**src/rtl/sreg_mc_delay.sv**
```systemverilog
// Multi-channel programmable delay line over a shared distributed-RAM ring,
// with FILL/RUN warm-up tracking. Optional tap port enabled by SREG_MC_TAP_EN.
module sreg_mc_delay #(
    parameter int unsigned D_W       = 32,
    parameter int unsigned CH        = 4,
    parameter int unsigned MAX_DEPTH = 16,
    localparam int unsigned DW_DEPTH = $clog2(MAX_DEPTH + 1)
) (
    input  logic                clk,
    input  logic                rst,
    input  logic                shift_en,
    input  logic [CH*D_W-1:0]   data_in,
    input  logic                cfg_load,
    input  logic [DW_DEPTH-1:0] cfg_depth,
    output logic [CH*D_W-1:0]   data_out,
    output logic                out_valid,
    output logic [DW_DEPTH-1:0] depth_q
`ifdef SREG_MC_TAP_EN
    ,
    input  logic [DW_DEPTH-1:0] cfg_tap,
    output logic [DW_DEPTH-1:0] tap_q,
    output logic [CH*D_W-1:0]   tap_out,
    output logic                tap_valid
`endif
);

    localparam int unsigned BW = CH * D_W;
    localparam int unsigned PW = $clog2(MAX_DEPTH);
    localparam logic [DW_DEPTH-1:0] DEPTH_MAX = DW_DEPTH'(MAX_DEPTH);
    localparam logic [DW_DEPTH-1:0] ONE       = DW_DEPTH'(1);

    typedef enum logic {S_FILL, S_RUN} state_t;

    state_t              state, state_nxt;
    logic [PW-1:0]       wr_ptr, ptr_nxt;
    logic [DW_DEPTH-1:0] fill_cnt, fill_nxt;
    logic [DW_DEPTH-1:0] depth_nxt;
    logic [BW-1:0]       data_nxt;
    logic                valid_nxt;
    logic                wr_en;
    logic [BW-1:0]       rd_data;
    logic [BW-1:0]       mem [MAX_DEPTH];

    function automatic logic [DW_DEPTH-1:0] clamp_depth(input logic [DW_DEPTH-1:0] v);
        if (v == '0)
            return ONE;
        else if (v > DEPTH_MAX)
            return DEPTH_MAX;
        else
            return v;
    endfunction

    // Ring storage: async read, write-after-read on the same edge; not reset.
    assign rd_data = mem[wr_ptr];

    always_ff @(posedge clk) begin
        if (wr_en)
            mem[wr_ptr] <= data_in;
    end

    // State and output registers.
    always_ff @(posedge clk) begin
        if (rst) begin
            state     <= S_FILL;
            wr_ptr    <= '0;
            fill_cnt  <= '0;
            depth_q   <= DEPTH_MAX;
            data_out  <= '0;
            out_valid <= 1'b0;
        end else begin
            state     <= state_nxt;
            wr_ptr    <= ptr_nxt;
            fill_cnt  <= fill_nxt;
            depth_q   <= depth_nxt;
            data_out  <= data_nxt;
            out_valid <= valid_nxt;
        end
    end

    // Next-state: a load flushes and wins over a simultaneous shift.
    always_comb begin
        state_nxt = state;
        ptr_nxt   = wr_ptr;
        fill_nxt  = fill_cnt;
        depth_nxt = depth_q;
        data_nxt  = data_out;
        valid_nxt = out_valid;
        wr_en     = 1'b0;

        if (cfg_load) begin
            state_nxt = S_FILL;
            ptr_nxt   = '0;
            fill_nxt  = '0;
            depth_nxt = clamp_depth(cfg_depth);
            data_nxt  = '0;
            valid_nxt = 1'b0;
        end else if (shift_en) begin
            wr_en   = 1'b1;
            ptr_nxt = (DW_DEPTH'(wr_ptr) == depth_q - ONE) ? '0 : wr_ptr + PW'(1);
            case (state)
                S_FILL: begin
                    fill_nxt = fill_cnt + ONE;
                    data_nxt = '0;
                    if (fill_cnt == depth_q - ONE)
                        state_nxt = S_RUN;
                end
                S_RUN: begin
                    data_nxt  = rd_data;
                    valid_nxt = 1'b1;
                end
                default: state_nxt = S_FILL;
            endcase
        end
    end

`ifdef SREG_MC_TAP_EN
    logic [DW_DEPTH-1:0] tap_nxt;
    logic [DW_DEPTH-1:0] tap_cnt, tap_cnt_nxt;
    logic [DW_DEPTH-1:0] tap_addr;
    logic [DW_DEPTH-1:0] ld_depth;
    logic [BW-1:0]       tap_rd;
    logic [BW-1:0]       tap_out_nxt;
    logic                tap_valid_nxt;

    // Second read port at (wr_ptr - T) mod D; ordered so the sum never overflows.
    always_comb begin
        tap_addr = '0;
        if (DW_DEPTH'(wr_ptr) >= tap_q)
            tap_addr = DW_DEPTH'(wr_ptr) - tap_q;
        else
            tap_addr = DW_DEPTH'(wr_ptr) + (depth_q - tap_q);
    end

    assign tap_rd = mem[PW'(tap_addr)];

    always_ff @(posedge clk) begin
        if (rst) begin
            tap_q     <= ONE;
            tap_cnt   <= '0;
            tap_out   <= '0;
            tap_valid <= 1'b0;
        end else begin
            tap_q     <= tap_nxt;
            tap_cnt   <= tap_cnt_nxt;
            tap_out   <= tap_out_nxt;
            tap_valid <= tap_valid_nxt;
        end
    end

    // tap_cnt saturates at T; reaching it means k >= T for the current shift.
    always_comb begin
        tap_nxt       = tap_q;
        tap_cnt_nxt   = tap_cnt;
        tap_out_nxt   = tap_out;
        tap_valid_nxt = tap_valid;
        ld_depth      = clamp_depth(cfg_depth);

        if (cfg_load) begin
            if (cfg_tap == '0)
                tap_nxt = ONE;
            else if (cfg_tap > ld_depth)
                tap_nxt = ld_depth;
            else
                tap_nxt = cfg_tap;
            tap_cnt_nxt   = '0;
            tap_out_nxt   = '0;
            tap_valid_nxt = 1'b0;
        end else if (shift_en) begin
            if (tap_cnt == tap_q) begin
                tap_out_nxt   = tap_rd;
                tap_valid_nxt = 1'b1;
            end else begin
                tap_cnt_nxt = tap_cnt + ONE;
                tap_out_nxt = '0;
            end
        end
    end
`endif

endmodule
```
**config.mk**
```make
export PLATFORM = sky130hd
export DESIGN_NAME = sreg_mc_delay
export DESIGN_NICKNAME = d
export VERILOG_FILES = /design/src/rtl/sreg_mc_delay.sv
export SDC_FILE = /design/constraint.sdc
export NUM_CORES = 2
export LEC_CHECK = 0
export BUFFER_PORTS_ARGS = -buffer_cell sky130_fd_sc_hd__buf_2
export CAP_MARGIN = 40
export CORE_MARGIN = 5
export CORE_UTILIZATION = 58
export DETAILED_ROUTE_END_ITERATION = 7
export PLACE_DENSITY_LB_ADDON = 0.3
export SYNTH_ARGS = -nofsm -noshare
export SYNTH_HDL_FRONTEND = slang
export SYNTH_SLANG_ARGS = --single-unit
```
**constraint.sdc**
```tcl
create_clock -name clk -period 27.4 [get_ports clk]
set_input_delay 2.74 -clock clk [delete_from_list [all_inputs] [get_ports clk]]
set_output_delay 2.74 -clock clk [all_outputs]
set_load 0.005 [all_outputs]
```
After elaboration in Yosys (flattened, before gate mapping)
Memories as Yosys holds them, arrays and structs flattened. A register that Yosys moved wholly into a read port is not among the register bits.
Cells that the tools add are included.
- add/subtract/negate cells: 3
- bitwise operators: 1
- multipliers: 0
- div/mod/pow operators: 0
- reductions and logical operators: 4
- magnitude comparators: 1
- multiplexer cells: 12
- equal/unequal tests: 2
- shifts and indexed selects: 0
- operators with widths (cell ; number):
    $pmux 128 s2 ; 1
    $mux 4 ; 3
    $mux 5 ; 2
    $mux 1 ; 6
    $add 5x1->5 const B ; 1
    $eq 4x5->1 ; 1
    $eq 5x5->1 ; 1
    $gt 5x5->1 const B ; 1
    $logic_not 5->1 ; 1
    $sub 5x1->5 const B ; 1
    $add 4x1->4 const B ; 1
    $reduce_and 2->1 ; 2
    $reduce_or 2->1 ; 1
    $not 1->1 ; 1
- input port bits: 137
- ROM bits: 0
- latch bits: 0
- word-level logic and storage cells: 30
- memories: 1
- register bits after elaboration: 144
- bits in writable memories: 2048
- output and inout bits: 134
- memories (memory ; words ; bits a word ; rd ports ; clocked after memory_dff ; write ports ; line ; source):
    mem ; 16 ; 128 ; 1 ; 1 ; 1 ; 42 ; logic [BW-1:0] mem [MAX_DEPTH];

Logic depth before layout (Yosys ltp)
- word-level depth: 5
- gate-level depth with buffers: 7

Worst setup path after synthesis
No wires, ideal clock.
- kind: input to register
- start point: input port shift_en
- end point: memory mem[11][0] in the netlist's numbering, enable pin
- path buffers: 1
- path slack: 11326 ps
- data arrival time: 15145 ps
- library setup time: 929 ps
- cell stages on the path: 3
- cell sequence: clkbuf_1 -> nand2_1 -> nor4_1
- cells in the longest elaborated chain, start to end: 4
- ends and longest elaborated chain (element ; line ; source):
    start: declaration ; 11 ; input logic shift_en,
    $mux 1 ; 97 ; end else if (shift_en) begin
    $mux 1 ; 90 ; if (cfg_load) begin
    $mux 1 ; 57 ; if (wr_en)
    $mux 1 (implied by the code) ; 58 ; mem[wr_ptr] <= data_in;
    end: declaration ; 42 ;
No other way between the ends.

Worst setup path in the final report
- start point: input port shift_en
- end point: memory mem[6][82] in the netlist's numbering, enable pin
The elaborated chain is that of the path after synthesis.

==> metrics.md <==
| Metric | Value |
|---|---|
| Worst path max stage delay | 0.72 ns |
| Final period utilization | 17.5% |
| Crit path max-delay family | buffers and inverters |
| Pwr/cell area | 72.3 nW/um2 |
| Met1 Usage GRT | 34.9% |
| TritonCTS Buffers | 207 |
| Clock skew | 0.0442 ns |
| Hold Fails Final Rpt | 0 |
| Number of setup buffers added after CTS | 0 |
| Top_reg_cell synth | edfxtp_1 |
| Root buffer cell | clkbuf_16 |
| CTS H-tree lvls | 4 |
| Post-CTS sizing | 0 |
| Peak VDD IR | 0.0599 mV |
| Pre-antenna DRT Iters | 7 |
| IO buf count | 270 |
| Number of fill cells | 8,544 |
| Worst endpoint required time | 27.85 ns |
| First-pass GRT wire length | 269,000 um |
| Relative slew slack | 26.6% |
| ANT nets after route | 0 |
| Area delta synth->final | 13.4% |
| DP HPWL | 98,200 um |
| Hold Buf Count CTS | 0 |
| Most frequent cells in the layout | edfxtp_1 (2,048), mux4_2 (512), buf_2 (270) |
| Largest net degree at the start of global routing | 129 |
| Util after Layout | 66.3% |
| Antenna violations before repair | 33 |
| Grt ovf | 0 |
| RSZ-0062 raised after global routing | false |
| Leakage power | 0.0289 uW |
| EDFF count, synth | 2,048 |
| Reg area | 64,500 um2 |
| Syn Inst Count | 3,531 |
| Core ar. | 140,000 um2 |
| Clk_lat worst skew | 0.83 ns |
| Final setup violation count | 0 |
| Gpl congestion | 0.721 |
| Std cell rows | 137 |
| Sequential element share of the synthesized area | 79.0% |
| Worst setup SP type | primary input |
| Slowest cell on crit path | buf_4 |
| Total GRT Usage | 24.9% |
| Mapped Area | 81,600 um2 |
| Post-synth cell types | 39 |
| Post-synth ARST share | 0% |
| Clock sink total | 2,196 |
| Syn Area/Cell | 23.1 um2 |
| Post-Syn Nets | 3,674 |
| Die X | 385 um |
| Net count, final | 4,044 |
| Setup CP Type | primary input to flip-flop |
| Max_cap viols | 0 |
| Crit. End Element | flip-flop |
| Final critical-path required period | 4.80 ns |
| Met3 Resource Use GR | 4.67% |
| Max Freq | 0.208 GHz |
| WL final | 181,000 um |
| Chip height | 385 um |
| Slew Limit Fails | 0 |
| Vias | 38,438 |
| Crit-path cells | buf_2, nand2b_1, nor2_1, and2_4, buf_4, buf_4 |
| Crit path buffers/inverters | 3 |
| GR Util met2 | 41.2% |
| # IOs | 271 |
| Busiest grt layer | met2 |
| Hold Crit Class | flip-flop to flip-flop |
| Worst-path fanout max | 42 |
| Vias per cell | 6.44 |
| Layout cells sized above 1 | 31.6% |
| Clk slew on worst S/H paths | 0.06 ns |
| Vias in the first global route | 39,758 |
| Longest Clk Path Bufs | 3 |
| TritonCTS clock tree | done |
| Most common cell after layout, fill and taps aside | edfxtp_1 |
| Area of the multi-input gates | 16,200 um2 |
| Residual DRC | 0 |
| WP data arrival | 5.25 ns |
| Post-Route Setup TNS | 0 ns |
| Yosys reg bits | 2,196 |
| Slew at the pin closest to its max-slew limit | 1.10 ns |
| Drt wl/cell | 30.4 um |
| Die area | 148,000 um2 |
| Initial Util | 58.4% |
| Drt initial violations | 4,006 |
| CP most frequent cell | buf_4 |
| Synthesis warning total | 0 |
| Status | finished clean |
==> cell usage after synthesis (all sizes together) (2+ instances only) <==
cell,number,area (um2)
a21oi,8,40.0
a221oi,128,1600
a22o,128,1120
and2,14,87.6
buf,88,627
clkbuf,114,428
dfxtp,148,2960
edfxtp,2048,61500
ha,6,75.1
inv,5,18.8
mux4,512,11500
nand2,132,495
nand2b,8,50.1
nand3,3,15.0
nand4,2,12.5
nor2,16,60.1
nor2b,7,43.8
nor3,6,30.0
nor4,2,12.5
o21ai,129,646
o311ai,2,17.5
o32ai,2,17.5
xnor2,2,17.5
xnor3,3,67.6
xor2,9,78.8
==> layout make-up <==
type / count / share of cell area, %
clock buffers: 280 / 6.19
diodes: 12 / 0.0324
multi-input cells: 1128 / 17.5
well taps: 1876 / 2.54
inverters: 5 / 0.0203
clock inverters: 107 / 1.19
flip-flops and latches: 2196 / 69.6
repair buffers: 363 / 2.89
==> report_power, final <==
part / switching [uW] / total, uW / internal (uW)
Clock: 1220 / 2850 / 1620
Sequential: 4.82 / 3680 / 3670
Combinational: 101 / 168 / 66.3
==> metal layers <==
metal  wire length (um)  vias up
met5                 82        -
met4               4270       14
met3              15000      309
met2              92300     1735
met1              69800    20521
li1                   -    15859
==> worst min-delay path, cell delays in order, from the launching register on <==
cell and delay (ns):
dfxtp_1 0.30, nand2_1 0.05, o21ai_1 0.05
==> metrics by stage <==
| stage | cell area, um2 | total power (uW) | std cells | hold slack [ns] | setup slack, ns |
|---|---|---|---|---|---|
| CTS | 92500 | 6740 | 5955 | 0.446 | 22.64 |
| finish | 92600 | 6690 | 5967 | 0.444 | 22.60 |
| global route | 92600 | 6900 | 5958 | 0.463 | 22.50 |
| detailed placement | 85700 | 3920 | 5568 | 0.438 | 21.74 |
| floorplan | 81600 | 3850 | 3531 | 0.446 | 11.33 |
| global placement | 84900 | 3910 | 5537 | 0.433 | 21.27 |
==> sequential cells by signal, summed over array words and instances, names as in the netlist, named ones only <==
signal and flops:
mem 2048, fill_cnt 5, out_valid 1, data_out 128, depth_q 5, wr_ptr 4
state 1
==> path summary, 6_finish.rpt <==
path,start,end,depth (start not counted),slack [ns]
worst max-delay path,shift_en,mem[6][82]$_DFFE_PP_,6,22.60
worst min-delay path,data_out[2]$_SDFFE_PP0P_,data_out[2]$_SDFFE_PP0P_,2,0.44
worst max register to register,flip-flop,data_out[52]$_SDFFE_PP0P_,9,23.27
worst min register to register,data_out[2]$_SDFFE_PP0P_,data_out[2]$_SDFFE_PP0P_,2,0.44
==> kinds of logic (layout without fill, tap and decap cells) <==
logic type               Yosys count  count (layout)  synth area share [%]
AO/OA/AOI/OAI                    400             400                  4.25
buffers and inverters            207             755                  1.31
adder cells (fa/ha/maj)            6               6                0.0920
multiplexers                     513             513                  14.1
AND/OR/NAND/NOR                  194             194                  1.02
other                              0              12                     0
XOR/XNOR                          15              15                 0.230
flip-flops                      2196            2196                  79.0
(Power assumes the default switching activity.)
